$ cat config.mk
export PLATFORM = sky130hd
export DESIGN_NAME = bitbakery_session_sequencer_flat
export DESIGN_NICKNAME = d
export VERILOG_FILES = /design/src/rtl/bitbakery_pkg.sv /design/src/rtl/bitbakery_session_sequencer_if.sv /design/src/rtl/bitbakery_phase_timer.sv /design/src/rtl/bitbakery_session_sequencer.sv /design/src/flat_wrapper.sv
export SDC_FILE = /design/constraint.sdc
export NUM_CORES = 1
export LEC_CHECK = 0
export BUFFER_PORTS_ARGS = -buffer_cell sky130_fd_sc_hd__buf_2
export CAP_MARGIN = 5
export CORE_MARGIN = 3
export CORE_UTILIZATION = 48
export CTS_BUF_LIST = sky130_fd_sc_hd__clkbuf_8
export DETAILED_ROUTE_END_ITERATION = 6
export PLACE_DENSITY = 0.82
export SLEW_MARGIN = 25
export SYNTH_ARGS = -nofsm -noshare
export SYNTH_HDL_FRONTEND = slang
export SYNTH_HIERARCHICAL = 1
export SYNTH_SLANG_ARGS = --single-unit
$ cat constraint.sdc
create_clock -name clock -period 3.8 [get_ports clock]
set_input_delay 0.38 -clock clock [delete_from_list [all_inputs] [get_ports clock]]
set_output_delay 0.38 -clock clock [all_outputs]
set_load 0.03 [all_outputs]
$ cat src/rtl/bitbakery_pkg.sv
// Shared state encoding and width helpers for the BitBakery session sequencer.
package bitbakery_pkg;

    localparam int ESTADO_W = 4;

    typedef enum logic [ESTADO_W-1:0] {
        ST_INICIAL    = 4'd0,
        ST_PREPARACAO = 4'd1,
        ST_INTERVALO  = 4'd2,
        ST_START      = 4'd3,
        ST_EXECUCAO   = 4'd4,
        ST_REGISTRA   = 4'd5,
        ST_FIM        = 4'd6
    } state_t;

    function automatic int sel_width(int n);
        return (n > 2) ? $clog2(n) : 1;
    endfunction

    function automatic int max2(int a, int b);
        return (a > b) ? a : b;
    endfunction

endpackage

$ cat src/rtl/bitbakery_session_sequencer_if.sv
// Board-side and minigame-side signals of the session sequencer.
interface bitbakery_session_sequencer_if #(
    parameter int N_GAMES = 3,
    parameter int ROUNDS  = 3,
    parameter int SCORE_W = 3
);
    import bitbakery_pkg::*;

    localparam int SEL_W   = sel_width(N_GAMES);
    localparam int TOTAL_W = SCORE_W + $clog2(ROUNDS + 1);

    logic                       iniciar;
    logic                       dificuldade;
    logic [SEL_W-1:0]           minigame;
    logic [N_GAMES-1:0]         pronto_vec;
    logic [N_GAMES*SCORE_W-1:0] pontuacao_vec;

    logic [N_GAMES-1:0]         jogar_vec;
    logic [SEL_W-1:0]           game_sel;
    logic                       dificuldade_lat;
    logic [ESTADO_W-1:0]        estado;
    logic [3:0]                 rodada;
    logic [TOTAL_W-1:0]         total_score;
    logic                       sessao_fim;
    logic                       timeout;

    modport master (
        output iniciar, dificuldade, minigame, pronto_vec, pontuacao_vec,
        input  jogar_vec, game_sel, dificuldade_lat, estado, rodada,
               total_score, sessao_fim, timeout
    );

    modport slave (
        input  iniciar, dificuldade, minigame, pronto_vec, pontuacao_vec,
        output jogar_vec, game_sel, dificuldade_lat, estado, rodada,
               total_score, sessao_fim, timeout
    );

endinterface

$ cat src/rtl/bitbakery_phase_timer.sv
// Loadable up-counter with synchronous clear and terminal-count compare.
module bitbakery_phase_timer #(
    parameter int WIDTH = 4
) (
    input  logic             clock,
    input  logic             reset,
    input  logic             clr_i,
    input  logic             load_i,
    input  logic [WIDTH-1:0] load_val_i,
    input  logic             en_i,
    input  logic [WIDTH-1:0] term_i,
    output logic             tc_o
);

    logic [WIDTH-1:0] count_q, count_d;

    always_comb begin
        count_d = count_q;
        if (clr_i)       count_d = '0;
        else if (load_i) count_d = load_val_i;
        else if (en_i)   count_d = count_q + 1'b1;
    end

    always_ff @(posedge clock) begin
        if (reset) count_q <= '0;
        else       count_q <= count_d;
    end

    assign tc_o = (count_q == term_i);

endmodule

$ cat src/rtl/bitbakery_session_sequencer.sv
// Multi-round BitBakery session controller. Define AUTO_ADVANCE_EN to chain
// rounds straight into INTERVALO with the next game selected automatically.
module bitbakery_session_sequencer
    import bitbakery_pkg::*;
#(
    parameter int N_GAMES         = 3,
    parameter int ROUNDS          = 3,
    parameter int INTERVAL_CYCLES = 2000,
    parameter int TIMEOUT_CYCLES  = 60000,
    parameter int SCORE_W         = 3
) (
    input  logic                          clock,
    input  logic                          reset,
    bitbakery_session_sequencer_if.slave  bus
);

    localparam int SEL_W   = sel_width(N_GAMES);
    localparam int TOTAL_W = SCORE_W + $clog2(ROUNDS + 1);
    localparam int TMR_W   = $clog2(max2(INTERVAL_CYCLES, TIMEOUT_CYCLES) + 1);

    localparam logic [SEL_W:0]     NG_L     = (SEL_W + 1)'(N_GAMES);
    localparam logic [3:0]         ROUNDS_L = 4'(ROUNDS);
    localparam logic [TMR_W-1:0]   INT_TERM = TMR_W'(INTERVAL_CYCLES - 1);
    localparam logic [TMR_W-1:0]   TO_TERM  = TMR_W'(TIMEOUT_CYCLES - 1);
`ifdef AUTO_ADVANCE_EN
    localparam logic [SEL_W-1:0]   LAST_SEL = SEL_W'(N_GAMES - 1);
`endif

    state_t               state_q;
    logic                 ini_q;
    logic [SEL_W-1:0]     sel_q;
    logic                 dif_q;
    logic [3:0]           rodada_q;
    logic [TOTAL_W-1:0]   total_q;
    logic                 timeout_q;
    logic                 scored_q;
    logic [N_GAMES-1:0]   jogar_q;

    logic                 ini_p;
    logic                 sel_valid;
    logic                 pronto_sel;
    logic [SCORE_W-1:0]   score_sel;
    logic                 tmr_en;
    logic [TMR_W-1:0]     tmr_term;
    logic                 tmr_tc;

    assign ini_p      = bus.iniciar & ~ini_q;
    assign sel_valid  = ({1'b0, bus.minigame} < NG_L);
    assign pronto_sel = bus.pronto_vec[sel_q];
    assign score_sel  = bus.pontuacao_vec[int'(sel_q)*SCORE_W +: SCORE_W];

    // One timer serves both phases; holding it cleared elsewhere gives a fresh count on entry.
    always_comb begin
        tmr_en   = 1'b0;
        tmr_term = '0;
        case (state_q)
            ST_INTERVALO: begin tmr_en = 1'b1; tmr_term = INT_TERM; end
            ST_EXECUCAO:  begin tmr_en = 1'b1; tmr_term = TO_TERM;  end
            default: ;
        endcase
    end

    bitbakery_phase_timer #(.WIDTH(TMR_W)) u_timer (
        .clock      (clock),
        .reset      (reset),
        .clr_i      (~tmr_en),
        .load_i     (1'b0),
        .load_val_i ('0),
        .en_i       (tmr_en),
        .term_i     (tmr_term),
        .tc_o       (tmr_tc)
    );

    always_ff @(posedge clock) begin
        if (reset) begin
            state_q   <= ST_INICIAL;
            ini_q     <= 1'b1;
            sel_q     <= '0;
            dif_q     <= 1'b0;
            rodada_q  <= '0;
            total_q   <= '0;
            timeout_q <= 1'b0;
            scored_q  <= 1'b0;
            jogar_q   <= '0;
        end else begin
            ini_q   <= bus.iniciar;
            jogar_q <= '0;
            case (state_q)
                ST_INICIAL, ST_FIM: begin
                    if (ini_p) begin
                        state_q   <= ST_PREPARACAO;
                        total_q   <= '0;
                        timeout_q <= 1'b0;
                        rodada_q  <= 4'd1;
                    end
                end
                ST_PREPARACAO: begin
                    sel_q <= bus.minigame;
                    dif_q <= bus.dificuldade;
                    if (ini_p && sel_valid) state_q <= ST_INTERVALO;
                end
                ST_INTERVALO: begin
                    if (tmr_tc) begin
                        state_q <= ST_START;
                        jogar_q <= N_GAMES'(1) << sel_q;
                    end
                end
                ST_START: state_q <= ST_EXECUCAO;
                ST_EXECUCAO: begin
                    // pronto is checked first so it wins over a coincident expiry
                    if (pronto_sel) begin
                        state_q  <= ST_REGISTRA;
                        scored_q <= 1'b1;
                    end else if (tmr_tc) begin
                        state_q   <= ST_REGISTRA;
                        scored_q  <= 1'b0;
                        timeout_q <= 1'b1;
                    end
                end
                ST_REGISTRA: begin
                    if (scored_q) total_q <= total_q + TOTAL_W'(score_sel);
                    if (rodada_q == ROUNDS_L) begin
                        state_q <= ST_FIM;
                    end else begin
                        rodada_q <= rodada_q + 4'd1;
`ifdef AUTO_ADVANCE_EN
                        state_q <= ST_INTERVALO;
                        sel_q   <= (sel_q == LAST_SEL) ? '0 : sel_q + 1'b1;
`else
                        state_q <= ST_PREPARACAO;
`endif
                    end
                end
                default: state_q <= ST_INICIAL;
            endcase
        end
    end

    assign bus.jogar_vec       = jogar_q;
    assign bus.game_sel        = sel_q;
    assign bus.dificuldade_lat = dif_q;
    assign bus.estado          = state_q;
    assign bus.rodada          = rodada_q;
    assign bus.total_score     = total_q;
    assign bus.sessao_fim      = (state_q == ST_FIM);
    assign bus.timeout         = timeout_q;

endmodule
$ cat src/flat_wrapper.sv
// flat-port wrapper written by rule: the top's interface ports become plain ports
module bitbakery_session_sequencer_flat import bitbakery_pkg::*;
#(
    parameter int N_GAMES         = 3,
    parameter int ROUNDS          = 3,
    parameter int INTERVAL_CYCLES = 2000,
    parameter int TIMEOUT_CYCLES  = 60000,
    parameter int SCORE_W         = 3
)
  (clock, reset, bus_iniciar, bus_dificuldade, bus_minigame, bus_pronto_vec, bus_pontuacao_vec, bus_jogar_vec, bus_game_sel, bus_dificuldade_lat, bus_estado, bus_rodada, bus_total_score, bus_sessao_fim, bus_timeout);
  bitbakery_session_sequencer_if #(.N_GAMES(N_GAMES), .ROUNDS(ROUNDS), .SCORE_W(SCORE_W)) bus_i ();
  input  logic clock;
  input  logic reset;
  input wire logic [$bits(bus_i.iniciar)-1:0] bus_iniciar;
  input wire logic [$bits(bus_i.dificuldade)-1:0] bus_dificuldade;
  input wire logic [$bits(bus_i.minigame)-1:0] bus_minigame;
  input wire logic [$bits(bus_i.pronto_vec)-1:0] bus_pronto_vec;
  input wire logic [$bits(bus_i.pontuacao_vec)-1:0] bus_pontuacao_vec;
  output wire logic [$bits(bus_i.jogar_vec)-1:0] bus_jogar_vec;
  output wire logic [$bits(bus_i.game_sel)-1:0] bus_game_sel;
  output wire logic [$bits(bus_i.dificuldade_lat)-1:0] bus_dificuldade_lat;
  output wire logic [$bits(bus_i.estado)-1:0] bus_estado;
  output wire logic [$bits(bus_i.rodada)-1:0] bus_rodada;
  output wire logic [$bits(bus_i.total_score)-1:0] bus_total_score;
  output wire logic [$bits(bus_i.sessao_fim)-1:0] bus_sessao_fim;
  output wire logic [$bits(bus_i.timeout)-1:0] bus_timeout;
  assign bus_i.iniciar = bus_iniciar;
  assign bus_i.dificuldade = bus_dificuldade;
  assign bus_i.minigame = bus_minigame;
  assign bus_i.pronto_vec = bus_pronto_vec;
  assign bus_i.pontuacao_vec = bus_pontuacao_vec;
  assign bus_jogar_vec = bus_i.jogar_vec;
  assign bus_game_sel = bus_i.game_sel;
  assign bus_dificuldade_lat = bus_i.dificuldade_lat;
  assign bus_estado = bus_i.estado;
  assign bus_rodada = bus_i.rodada;
  assign bus_total_score = bus_i.total_score;
  assign bus_sessao_fim = bus_i.sessao_fim;
  assign bus_timeout = bus_i.timeout;
  bitbakery_session_sequencer #(.N_GAMES(N_GAMES), .ROUNDS(ROUNDS), .INTERVAL_CYCLES(INTERVAL_CYCLES), .TIMEOUT_CYCLES(TIMEOUT_CYCLES), .SCORE_W(SCORE_W)) u_core (.clock(clock), .reset(reset), .bus(bus_i));
endmodule
# == Word-level counts from Yosys, hierarchy flattened ==
# Index checks and enable logic that the tools add are counted.
# Widths: inputs -> output; s select.
# word_totals
out_inout_bits,21
elab_cells,75
ff_bits,38
# op_classes
n_eq_ne,16
shift,2
n_bitwise,5
mul,1
muxes,22
n_addsub,3
reduce_logical,14
n_lt_le_gt_ge,2
# op_table
op,n
$pmux 16 s2,1
$shiftx 9x32->3,1
$mux 4,6
$pmux 4 s6,1
$add 16x1->16 const B,1
$eq 16x16->1,1
$eq 4x2->1 const B,3
$eq 4x3->1 const B,3
$mux 5,2
$ne 2x1->1 const B,5
$pmux 5 s2,1
$pmux 4 s2,1
$reduce_and 4->1,2
$mux 1,7
$reduce_and 3->1,2
$reduce_bool 2->1,3
$reduce_or 2->1,3
$add 5x3->5,1
$add 4x1->4 const B,1
$eq 4x1->1 const B,1
$logic_not 4->1,1
$mul 2x2->4 const B,1
$ne 2x2->1 const B,2
$not 1->1,4
11 further kinds,11

# == Longest topological paths before layout ==
# Gate-level depths: netlist (run 1).
# depth
ltp_word,6
depth_mapped,11
mapped_depth_nobuf,10

# == Hierarchy ==
# Netlist (run 1), hierarchy kept.
# by_module_without_submodules
module,area_per_inst_um2,cells_each,instances
bitbakery_session_sequencer,1286.2,150,1
bitbakery_phase_timer,1072.3,128,1

# == Worst setup path after synthesis (run 1) ==
# OpenSTA, ideal clock, no wires.
# synth_timing
path_kind,register to register
start,reg u_core.state_q[2] (netlist: u_core/bus.estado[2])
end,reg u_core.timeout_q (netlist: u_core/bus.timeout)
n_path_buf,1
t_arrival_ns,3.211
path_slack_ns,0.520
path_stages_with_launch,10
required_ns,3.731
period_less_slack_ns,3.280
path_cell_list,dfxtp_1 > buf_2 > nor3b_1 > or2_1 > xnor2_1 > nand4_1 > nor4_1 > inv_1 > o311a_1 > o21ai_1
# synth_between
elab_chain_cells,5
word_cells_on_any_way,13
cone_classes,eq/ne (7); mux (2); reduce/logical (4)
# synth_rtl
element,line,text
start: declaration,bitbakery_session_sequencer.sv:29,state_t state_q;
start signal: assignment,bitbakery_session_sequencer.sv:76,state_q <= ST_INICIAL;
start signal: assignment,bitbakery_session_sequencer.sv:91,state_q <= ST_PREPARACAO;
start signal: assignment,bitbakery_session_sequencer.sv:100,if (ini_p && sel_valid) state_q <= ST_INTERVALO;
$eq 4x3->1 / $eq 4x2->1 (equally long branches),bitbakery_session_sequencer.sv:56,case (state_q)
$pmux 16 s2 *,bitbakery_session_sequencer.sv:56,
net u_core.tmr_term[11],bitbakery_session_sequencer.sv:44,logic [TMR_W-1:0] tmr_term;
$eq 16x16->1 *,bitbakery_phase_timer.sv:29,assign tc_o = (count_q == term_i);
net u_core.tmr_tc,bitbakery_session_sequencer.sv:45,logic tmr_tc;
$ne 2x1->1 (no source line) *,-,
$reduce_and 4->1 (no source line) *,-,
end signal: assignment,bitbakery_session_sequencer.sv:82,timeout_q <= 1'b0;
end signal: assignment,bitbakery_session_sequencer.sv:93,timeout_q <= 1'b0;
end signal: assignment,bitbakery_session_sequencer.sv:117,timeout_q <= 1'b1;
end: declaration,bitbakery_session_sequencer.sv:35,logic timeout_q;
# The timed path passes the listed nets; every way through them passes the cells marked *.
# A chain may end at the register's enable or synchronous reset.

# == Final worst setup path (run 1) ==
# Ends and elaborated chain as after synthesis.

==> impl_metrics.csv, run 1 <==
group,metric,value,unit
die,fp.dieH,76.1,um
critical_path,crit_type,"flop to flop",
critical_path,slowest_delay,730,ps
synthesis,synth_area_per_cell,8.48,um2
sta,slew_violations,0,
grt,grt_start_max_net_pins,28,
die,pin_count,39,
critical_path,startpoint_type,"flop",
grt,grt_antenna_before_repair,0,
die,core,4530,um2
finish,nFillCells,391,
critical_path,cp_slowest_cell,"dfxtp_1",
clock_network,cts_tree,"built",
critical_path,cp.required,4030,ps
placement,port_buffers,37,
clock_network,cts_resized,0,
sta,setup_viol,0,
detailed_routing,route.detailed.drc,0,
pwr,cellLeakagePower,1.04,nW
sta,setup_tns,0,ps
clock_network,clock_latency,290,ps
die,fp.dieArea,5790,um2
detailed_routing,first_iter_violations,123,
detailed_routing,route.vias.total,2050,
critical_path,reg2reg_slack,720,ps
clock_network,cts.path.max_buffers,2,
critical_path,path_buf_inv,3,
clock_network,h-tree-depth,2,
run_status,outcome,"finished clean",
synthesis,synth_edf_count,0,
critical_path,crit_chain,"nor3b_1 > buf_4 > or2_1 > xnor2_1 > nand4_1 > nor4_1 > buf_4 > inv_1 > o311a_1 > o21ai_1",
synthesis,synth-seq-cells,37,
sta,worst_slew_pin_slew,759,ps
clock_network,cts_hold_buf,0,
synthesis,synth_cell_types,57,
grt,grt_pass1_wl,8710,um
critical_path,end_kind,"flop",
clock_network,cts_made_buffers,5,
detailed_routing,routed_via_density,5.20,
sta,period_minus_slack,3080,ps
sta,hold_viol,0,
synthesis,ys_seq_area_frac,0.314,
clock_network,cts_root_buf,"clkbuf_8",
synthesis,ys.flop_type,"dfxtp_1",
finish,layout-drive-gt1-share,0.204,
pwr,vdd_drop_max,0.163,mV
synthesis,synth_area,2360,um2
grt,grtUsageTotal,0.178,
pwr,p_per_area,321,nW/um2
sta,relSlewSlack,0.492,
sta,finalCritPeriodShare,0.809,
detailed_routing,ant_nets,0,
synthesis,async_flop_share,0,
critical_path,cp.arrival,3300,ps
finish,antennaDiodeCount,0,
sta,rsz0062_at_grt,"no",
clock_network,clock-sinks,37,
die,start_util,0.520,
clock_network,path_clk_slew,70,ps
hold_path,hold_path.class,"input port to flop",
grt,globalRouteOverflowTotal,0,
finish,final_nets,353,
synthesis,yosys_warnings,6,
clock_network,post_cts_buffers,0,
grt,grt_pass1_vias,1888,
placement,dp_hpwl,3540,um
run,maxCapViolations,0,
die,std_cell_rows,24,
detailed_routing,wl,5040,um
synthesis,syn_inst,278,
sta,layout_setup_ws,725,ps
finish,area_growth,15.9,%
sta,fin_skew,3.28,ps
placement,gp_congestion,0.834,
sta,timing.fmax,0.325,GHz
critical_path,cp_max_fo,21,
die,die_w,76.1,um
critical_path,critPathTopFamily,"simple AND/OR/NAND/NOR gates",
detailed_routing,dr.pass1.iters,4,
critical_path,cpMostUsedCell,"buf_4",
detailed_routing,wl_per_cell,12.8,um
placement,place_worst_setup_slack,807,ps
-- power by group --
| group | internal [mW] | leakage (nW) | switching, mW |
|---|---|---|---|
| registers | 0.401 | 0.299 | 0.0262 |
| logic | 0.0729 | 0.688 | 0.101 |
| clock network | 0.141 | 0.0485 | 0.136 |
-- synth_stat cells, drive strengths merged, types with 5 or more instances --
cell type / instances / area share
dfxtp: 37 / 0.31
nor2: 13 / 0.021
xnor2: 30 / 0.11
nor4: 7 / 0.034
inv: 10 / 0.016
nand4: 10 / 0.036
nand2: 18 / 0.030
ha: 5 / 0.027
clkbuf: 8 / 0.013
a21oi: 26 / 0.060
nand3: 10 / 0.021
nor3: 8 / 0.019
mux2i: 14 / 0.059
buf: 11 / 0.024
nand2b: 7 / 0.019
o21ai: 20 / 0.044
-- state kept, by name, summed over array words and instances (netlist names), 2 cells and up --
name	flops
u_core/bus.total_score	5
u_core/bus.game_sel	2
u_core/bus.jogar_vec	3
u_core/bus.rodada	4
u_core/u_timer/count_q	16
u_core/bus.estado	3
-- kinds of logic after synthesis --
family | share of synthesized area
and+or+nand+nor | 0.257
AOI/OAI and AO/OA | 0.158
DFF | 0.314
xor gates and xnor gates | 0.123
buffers and inverters | 0.0525
muxes | 0.0594
adders and majority gates | 0.0350
other | 0.00159
-- routing by layer --
| layer | vias up | track usage | wire length [um] |
|---|---|---|---|
| met5 | - | 0 | 0 |
| met4 | 0 | 0.0543 | 36 |
| met3 | 4 | 0.0567 | 318 |
| met2 | 50 | 0.286 | 2300 |
| met1 | 942 | 0.227 | 2380 |
| li1 | 1054 | - | - |
-- final timing paths --
path                            depth (start not counted)                        end                 startpoint
worst max-delay path                                   10         u_core/bus.timeout       u_core/bus.estado[2]
worst min-delay path                                    2               u_core/ini_q                bus_iniciar
worst max register to register                         10         u_core/bus.timeout       u_core/bus.estado[2]
worst min register to register                          2  u_core/bus.total_score[4]  u_core/bus.total_score[4]
-- cell type report --
| class | instances | area, um2 | share of cell area |
|---|---|---|---|
| timing repair buffer | 40 | 208 | 0.0760 |
| multi-input combinational | 235 | 1580 | 0.578 |
| inverter | 10 | 37.5 | 0.0137 |
| tap | 65 | 81.3 | 0.0297 |
| clock buffer | 6 | 82.6 | 0.0302 |
| clock inverter | 1 | 3.75 | 0.00137 |
| sequential | 37 | 741 | 0.271 |
-- worst register-to-register path: cells and delay by family, from the launching register on --
family / cells / cell delay, ps
AO/OA/AOI/OAI: 2 / 450
buffers and inverters: 3 / 440
flip-flops: 1 / 730
AND/OR/NAND/NOR: 4 / 1170
XOR/XNOR: 1 / 210
-- cells in the final DEF, fill, tap and decap left out, types with 2 or more instances in the layout --
| master | instances |
|---|---|
| nand4_1 | 8 |
| nor3_1 | 7 |
| inv_2 | 2 |
| and3b_1 | 2 |
| nor2_1 | 13 |
| nand3_1 | 10 |
| nand2b_1 | 7 |
| nor2b_1 | 4 |
| o21ai_0 | 10 |
| nor3b_1 | 3 |
| o21ai_1 | 9 |
| conb_1 | 24 |
| nor4_2 | 6 |
| buf_4 | 3 |
| xnor2_1 | 30 |
| ha_1 | 5 |
| and2_1 | 2 |
| dfxtp_1 | 37 |
| buf_2 | 37 |
| inv_1 | 9 |
| nand3b_1 | 4 |
| nand2_1 | 17 |
| clkbuf_8 | 6 |
| or2_2 | 2 |
| o211ai_1 | 2 |
| mux2i_1 | 14 |
| a21oi_2 | 3 |
| xor2_1 | 3 |
| a21oi_1 | 23 |
-- stage by stage --
step	power [mW]	utilization	cell area (um2)	hold WS, ps	cells
finish	0.878	0.603	2730	317	394
global route	0.921	0.603	2730	310	394
CTS	0.881	0.603	2730	311	394
detailed placement	0.605	0.584	2650	455	387
global placement	0.600	0.584	2650	442	387
floorplan	0.565	-	2440	453	301
No activity file was read; power rests on OpenSTA's default activity.
==> run 2, diff against run 1 <==
==> constraint.sdc (replaced) <==
create_clock -name clock -period 3 [get_ports clock]
set_input_delay 0.3 -clock clock [delete_from_list [all_inputs] [get_ports clock]]
set_output_delay 0.3 -clock clock [all_outputs]
set_load 0.03 [all_outputs]
==> impl_metrics.csv, run 2 (same netlist as run 1, synthesis figures left out) <==
group,metric,value,unit
clock_network,clock-sinks,37,
pwr,power_frac_seq,0.480,
sta,period_minus_slack,2690,ps
placement,port_buffers,37,
die,start_util,0.520,
hold_path,worstHoldEndpoint,"u_core/ini_q",
clock_network,cts_resized,0,
grt,grt_use_met2,0.302,
sta,layout_setup_ws,313,ps
finish,final_nets,356,
clock_network,clock_latency,290,ps
sta,finalCritPeriodShare,0.896,
detailed_routing,routed_via_density,5.21,
pwr,switching_share,0.309,
critical_path,crit_type,"flop to flop",
grt,grt_busiest_layer,"met2",
run,maxCapViolations,0,
hold_path,hold_start,"bus_iniciar",
pwr,p_clk_frac,0.305,
grt,grt_antenna_before_repair,0,
critical_path,startpoint_type,"flop",
die,fp.dieH,76.1,um
finish,area_growth,16.9,%
sta,slew_violations,0,
placement,place_worst_setup_slack,349,ps
detailed_routing,route.detailed.drc,0,
pwr,fin_total_pwr,1.10,mW
critical_path,end_kind,"flop",
sta,hold_viol,0,
die,pin_count,39,
finish,top_register,"u_core/u_timer/count_q",
pwr,p_per_area,400,nW/um2
grt,met1_usage,0.231,
critical_path,path_buf_inv,3,
detailed_routing,first_iter_violations,123,
critical_path,critPathTopFamily,"simple AND/OR/NAND/NOR gates",
grt,grt_start_max_net_pins,28,
run_status,outcome,"finished clean",
clock_network,cts_tree,"built",
die,std_cell_rows,24,
grt,grtUsageTotal,0.183,
placement,gp_congestion,0.915,
critical_path,cp_slowest_cell,"dfxtp_1",
finish,largest_reg_flops,16,
critical_path,worstReg2RegStart,"u_core/bus.estado[1]",
sta,timing.fmax,0.372,GHz
finish,fin_cells,398,
pwr,p_int,0.763,mW
hold_path,hold_path.class,"input port to flop",
pwr,vdd_drop_max,0.188,mV
critical_path,slowest_delay,340,ps
pwr,switchingPower,0.341,mW
detailed_routing,ant_nets,0,
clock_network,cts_hold_buf,0,
clock_network,h-tree-depth,2,
critical_path,crit_chain,"nor2b_1 > and2b_1 > or2_1 > buf_4 > xnor2_1 > nand4_1 > nor4_1 > buf_4 > inv_1 > o311a_1 > o21ai_1",
pwr,cellLeakagePower,1.06,nW
sta,worst_slew_pin_slew,713,ps
clock_network,cts_root_buf,"clkbuf_8",
grt,grt_util_met3,0.0485,
detailed_routing,route.vias.total,2075,
clock_network,cts.path.max_buffers,2,
critical_path,cpMostUsedCell,"buf_4",
finish,layout_common_cells,"buf_2 (37), dfxtp_1 (37), xnor2_1 (30)",
clock_network,post_cts_buffers,0,
die,fp.dieArea,5790,um2
critical_path,reg2reg_slack,310,ps
placement,place_inst,390,
pwr,combPwrFrac,0.215,
detailed_routing,wl,5110,um
critical_path,r2r_end,"u_core/bus.timeout",
finish,antennaDiodeCount,0,
grt,globalRouteOverflowTotal,0,
grt,grt_pass1_wl,8830,um
sta,rsz0062_at_grt,"no",
sta,fin_skew,7.59,ps
detailed_routing,dr.pass1.iters,4,
critical_path,cp.required,3230,ps
grt,grt_pass1_vias,1851,
critical_path,cp_max_fo,9,
sta,relSlewSlack,0.523,
die,core,4530,um2
die,die_w,76.1,um
detailed_routing,wl_per_cell,12.8,um
clock_network,cts_made_buffers,5,
clock_network,path_clk_slew,80,ps
sta,setup_tns,0,ps
finish,final_util,0.608,
sta,setup_viol,0,
critical_path,cp.arrival,2920,ps
critical_path,reg2reg_depth,11,
placement,dp_hpwl,3720,um
finish,layout-drive-gt1-share,0.216,
critical_path,crit_start,"u_core/bus.estado[1]",
hold_path,hold_depth,2,
## run 2: changes by cell type in the layout (fill, tap and decap cells not counted)
cell	previous run	this run
buf_4	3	6
clkbuf_8	6	5
clkinv_2	0	2
nor3b_1	3	2
nor3b_2	0	1
## run 2: final cells by class
type / instances / area (um2)
well taps: 65 / 81.3
multi-input cells: 235 / 1590
clock inverters: 3 / 13.8
clock buffers: 5 / 68.8
inverters: 10 / 37.5
repair buffers: 43 / 230
flip-flops and latches: 37 / 741
fillers: 403 / 1780
## run 2: power by group through the flow
stage	clock (mW)	combinational [mW]	sequential, mW
2_1_floorplan	0	0.166	0.551
3_3_place_gp	0	0.228	0.540
3_5_place_dp	0	0.233	0.541
4_1_cts	0.347	0.235	0.529
5_1_grt	0.369	0.262	0.532
6_report	0.337	0.237	0.530
## run 2: how the worst max path moves through the flow
stage | to | slack [ps] | cells past startpoint
after floorplan | u_core/bus.timeout | 40 | 9
final | u_core/bus.timeout | 310 | 11
after global routing | u_core/bus.timeout | 110 | 11
after CTS | u_core/bus.timeout | 330 | 11
after global placement | u_core/bus.timeout | 530 | 11
after detailed placement | u_core/bus.timeout | 350 | 11
## run 2: metal layers
| metal | routed length (um) | vias to the layer above | part of all wire |
|---|---|---|---|
| li1 | - | 1066 | - |
| met1 | 2370 | 952 | 0.46 |
| met2 | 2370 | 50 | 0.46 |
| met3 | 299 | 7 | 0.059 |
| met4 | 69 | 0 | 0.014 |
| met5 | 0 | - | 0 |
## run 2: stage by stage
stage | hold slack (ps) | cell area [um2]
after floorplan | 373 | 2450
after global placement | 457 | 2680
after detailed placement | 465 | 2680
after CTS | 234 | 2760
after global routing | 242 | 2760
final | 241 | 2760
==> run 3, diff against run 2 <==
--- a/config.mk
+++ b/config.mk
@@ -11,9 +11,9 @@
 export CORE_UTILIZATION = 48
 export CTS_BUF_LIST = sky130_fd_sc_hd__clkbuf_8
 export DETAILED_ROUTE_END_ITERATION = 6
-export PLACE_DENSITY = 0.82
+export GPL_ROUTABILITY_DRIVEN = 0
+export PLACE_DENSITY = 0.83
 export SLEW_MARGIN = 25
 export SYNTH_ARGS = -nofsm -noshare
 export SYNTH_HDL_FRONTEND = slang
-export SYNTH_HIERARCHICAL = 1
 export SYNTH_SLANG_ARGS = --single-unit
==> impl_metrics.csv, run 3 <==
group,metric,value,unit
run_status,outcome,"finished clean",
critical_path,cp_slowest_cell,"dfxtp_1",
clock_network,cts_resized,0,
die,std_cell_rows,23,
finish,final_nets,299,
clock_network,clock_latency,280,ps
grt,globalRouteOverflowTotal,0,
critical_path,critPathTopFamily,"flip-flops",
finish,nFillCells,387,
clock_network,path_clk_slew,70,ps
placement,place_inst,318,
clock_network,clock-sinks,37,
grt,met1_usage,0.239,
sta,timing.fmax,0.421,GHz
sta,setup_tns,0,ps
sta,setup_viol,0,
detailed_routing,ant_nets,0,
sta,rsz0062_at_grt,"no",
synthesis,yosys_warnings,0,
clock_network,h-tree-depth,2,
sta,hold_viol,0,
placement,place_worst_setup_slack,651,ps
synthesis,synth-simple-area-share,0.295,
critical_path,critical_path_depth,5,
critical_path,cp.arrival,2550,ps
synthesis,synth-seq-cells,37,
clock_network,cts_hold_buf,0,
grt,grt_antenna_before_repair,0,
clock_network,cts_root_buf,"clkbuf_8",
synthesis,ys_seq_area_frac,0.353,
critical_path,slowest_delay,790,ps
synthesis,synth_xor_area_frac,0.0585,
critical_path,cp.required,3170,ps
pwr,vdd_drop_max,0.214,mV
die,die_w,72.1,um
finish,multi_input_area,1260,um2
pwr,p_per_area,544,nW/um2
finish,fin_cells,325,
finish,layout_common_cells,"buf_2 (37), dfxtp_1 (37), nor2_1 (24)",
synthesis,syn_nets,270,
sta,layout_setup_ws,623,ps
pwr,cellLeakagePower,0.888,nW
grt,grt_busiest_layer,"met2",
synthesis,synth_mux_area_frac,0.0292,
hold_path,hold_depth,3,
synthesis,synth_top_cells_by_area,"dfxtp_1 (35%), a21oi_1 (4.5%), nor2_1 (4.3%)",
critical_path,critPathCapture,"u_core.bus.estado[0]",
synthesis,synth-compound-area-share,0.178,
detailed_routing,route.detailed.drc,0,
die,core,4120,um2
synthesis,async_flop_share,0,
finish,area_growth,12.2,%
synthesis,syn_inst,246,
run,maxCapViolations,0,
critical_path,startpoint_type,"flop",
synthesis,synth_area,2100,um2
synthesis,synth.most_common_cell,"dfxtp_1",
finish,top_register,"u_core.u_timer.count_q",
detailed_routing,dr.pass1.iters,4,
detailed_routing,first_iter_violations,166,
synthesis,synthAdderAreaFrac,0.0394,
finish,final_util,0.572,
finish,layout-drive-gt1-share,0.211,
synthesis,synth_edf_count,0,
clock_network,cts.path.max_buffers,2,
detailed_routing,wl,4460,um
placement,port_buffers,37,
critical_path,end_kind,"flop",
synthesis,synth_top_family_by_area,"simple AND/OR/NAND/NOR gates",
grt,grt_start_max_net_pins,26,
die,start_util,0.510,
grt,grt_pass1_wl,7580,um
finish,register_area,741,um2
synthesis,synth_area_per_cell,8.52,um2
sta,slew_violations,0,
critical_path,worstReg2RegStart,"u_core.bus.estado[2]",
clock_network,cts_made_buffers,5,
critical_path,crit_type,"flop to flop",
critical_path,reg2reg_slack,620,ps
critical_path,crit_chain,"or3b_4 > nor3_2 > o22ai_2 > o31ai_2 > mux2_1",
sta,finalCritPeriodShare,0.792,
synthesis,synth_top_area_frac,0.353,
synthesis,synth_cell_types,55,
sta,fin_skew,4.04,ps
placement,dp_hpwl,3160,um
grt,grt_pass1_vias,1670,
clock_network,post_cts_buffers,0,
critical_path,cp_max_fo,25,
detailed_routing,route.vias.total,1851,
grt,grtUsageTotal,0.181,
critical_path,path_buf_inv,0,
clock_network,cts_tree,"built",
critical_path,r2r_end,"u_core.bus.estado[0]",
synthesis,ys.flop_type,"dfxtp_1",
sta,period_minus_slack,2380,ps
finish,largest_reg_flops,16,
detailed_routing,routed_via_density,5.70,
sta,worst_slew_pin_slew,725,ps
critical_path,crit_start,"u_core.bus.estado[2]",
critical_path,reg2reg_depth,5,
grt,grt_util_met3,0.0319,
die,pin_count,39,
finish,antennaDiodeCount,0,
die,fp.dieArea,5200,um2
synthesis,yosys.area.top_type,"dfxtp_1",
synthesis,synthTopCellsByCount,"dfxtp_1 (37), nor2_1 (24), a21oi_1 (19), nand2_1 (19), o21ai_0 (15)",
die,fp.dieH,72.1,um
hold_path,hold_path.class,"input port to flop",
sta,fin_hold_ws,255,ps
detailed_routing,wl_per_cell,13.7,um
grt,grt_use_met2,0.289,
sta,relSlewSlack,0.516,
[run 3: changes by cell type after synthesis, moves of 4 or more]
| cell | previous run | this run |
|---|---|---|
| nand4_1 | 8 | 3 |
| buf_2 | 9 | 2 |
| nor3_1 | 7 | 3 |
| a21oi_1 | 23 | 19 |
| xnor2_1 | 30 | 9 |
| nor4_2 | 6 | 1 |
| o21ai_0 | 10 | 15 |
| o21ai_1 | 9 | 0 |
| a32oi_1 | 0 | 4 |
| nor2_1 | 13 | 24 |
| inv_1 | 8 | 4 |
| mux2i_1 | 14 | 5 |
| or3_1 | 0 | 8 |
[run 3: area by class of cell]
type                    count  share of cell area
multi-input cells         190               0.537
flip-flops and latches     37               0.315
repair buffers             37              0.0787
clock buffers               6              0.0351
well taps                  50              0.0266
inverters                   4             0.00638
clock inverters             1             0.00159
[run 3: metal layers]
metal,share of wire,up-vias,wire length [um]
li1,-,940,-
met4,0.021,0,92
met5,0,-,0
met1,0.48,865,2120
met2,0.46,39,2050
met3,0.044,7,196
[run 3: logic make-up (layout without fill, tap and decap cells)]
group | Yosys count | count (layout)
flip-flops | 37 | 37
XOR/XNOR | 14 | 14
buffers and inverters | 19 | 48
adder cells (fa/ha/maj) | 6 | 6
AO/OA/AOI/OAI | 57 | 57
multiplexers | 6 | 6
other | 1 | 1
AND/OR/NAND/NOR | 106 | 106
[run 3: how the worst min path moves through the flow]
stage / to / from
after floorplan: u_core.ini_q / bus_iniciar
after global placement: u_core.bus.timeout / u_core.bus.timeout
after detailed placement: u_core.bus.timeout / u_core.bus.timeout
after CTS: u_core.bus.dificuldade_lat / bus_dificuldade
after global routing: u_core.ini_q / bus_iniciar
final: u_core.bus.dificuldade_lat / bus_dificuldade
[run 3: stage by stage]
stage,total power [mW],instance area (um2)
after CTS,1.29,2350
after global placement,0.934,2270
final,1.28,2350
after detailed placement,0.942,2270
after global routing,1.35,2350
after floorplan,0.879,2100
[run 3: worst min-delay path: stages]
cell and delay [ps]:
buf_2 100, nand2_1 50, a21oi_1 50
[run 3: power breakdown]
| part | total (mW) | switching, mW | internal [mW] | leakage (nW) |
|---|---|---|---|---|
| logic | 0.349 | 0.205 | 0.144 | 0.541 |
| clock network | 0.342 | 0.163 | 0.179 | 0.0485 |
| registers | 0.589 | 0.0732 | 0.516 | 0.299 |
| total | 1.28 | 0.441 | 0.838 | 0.888 |
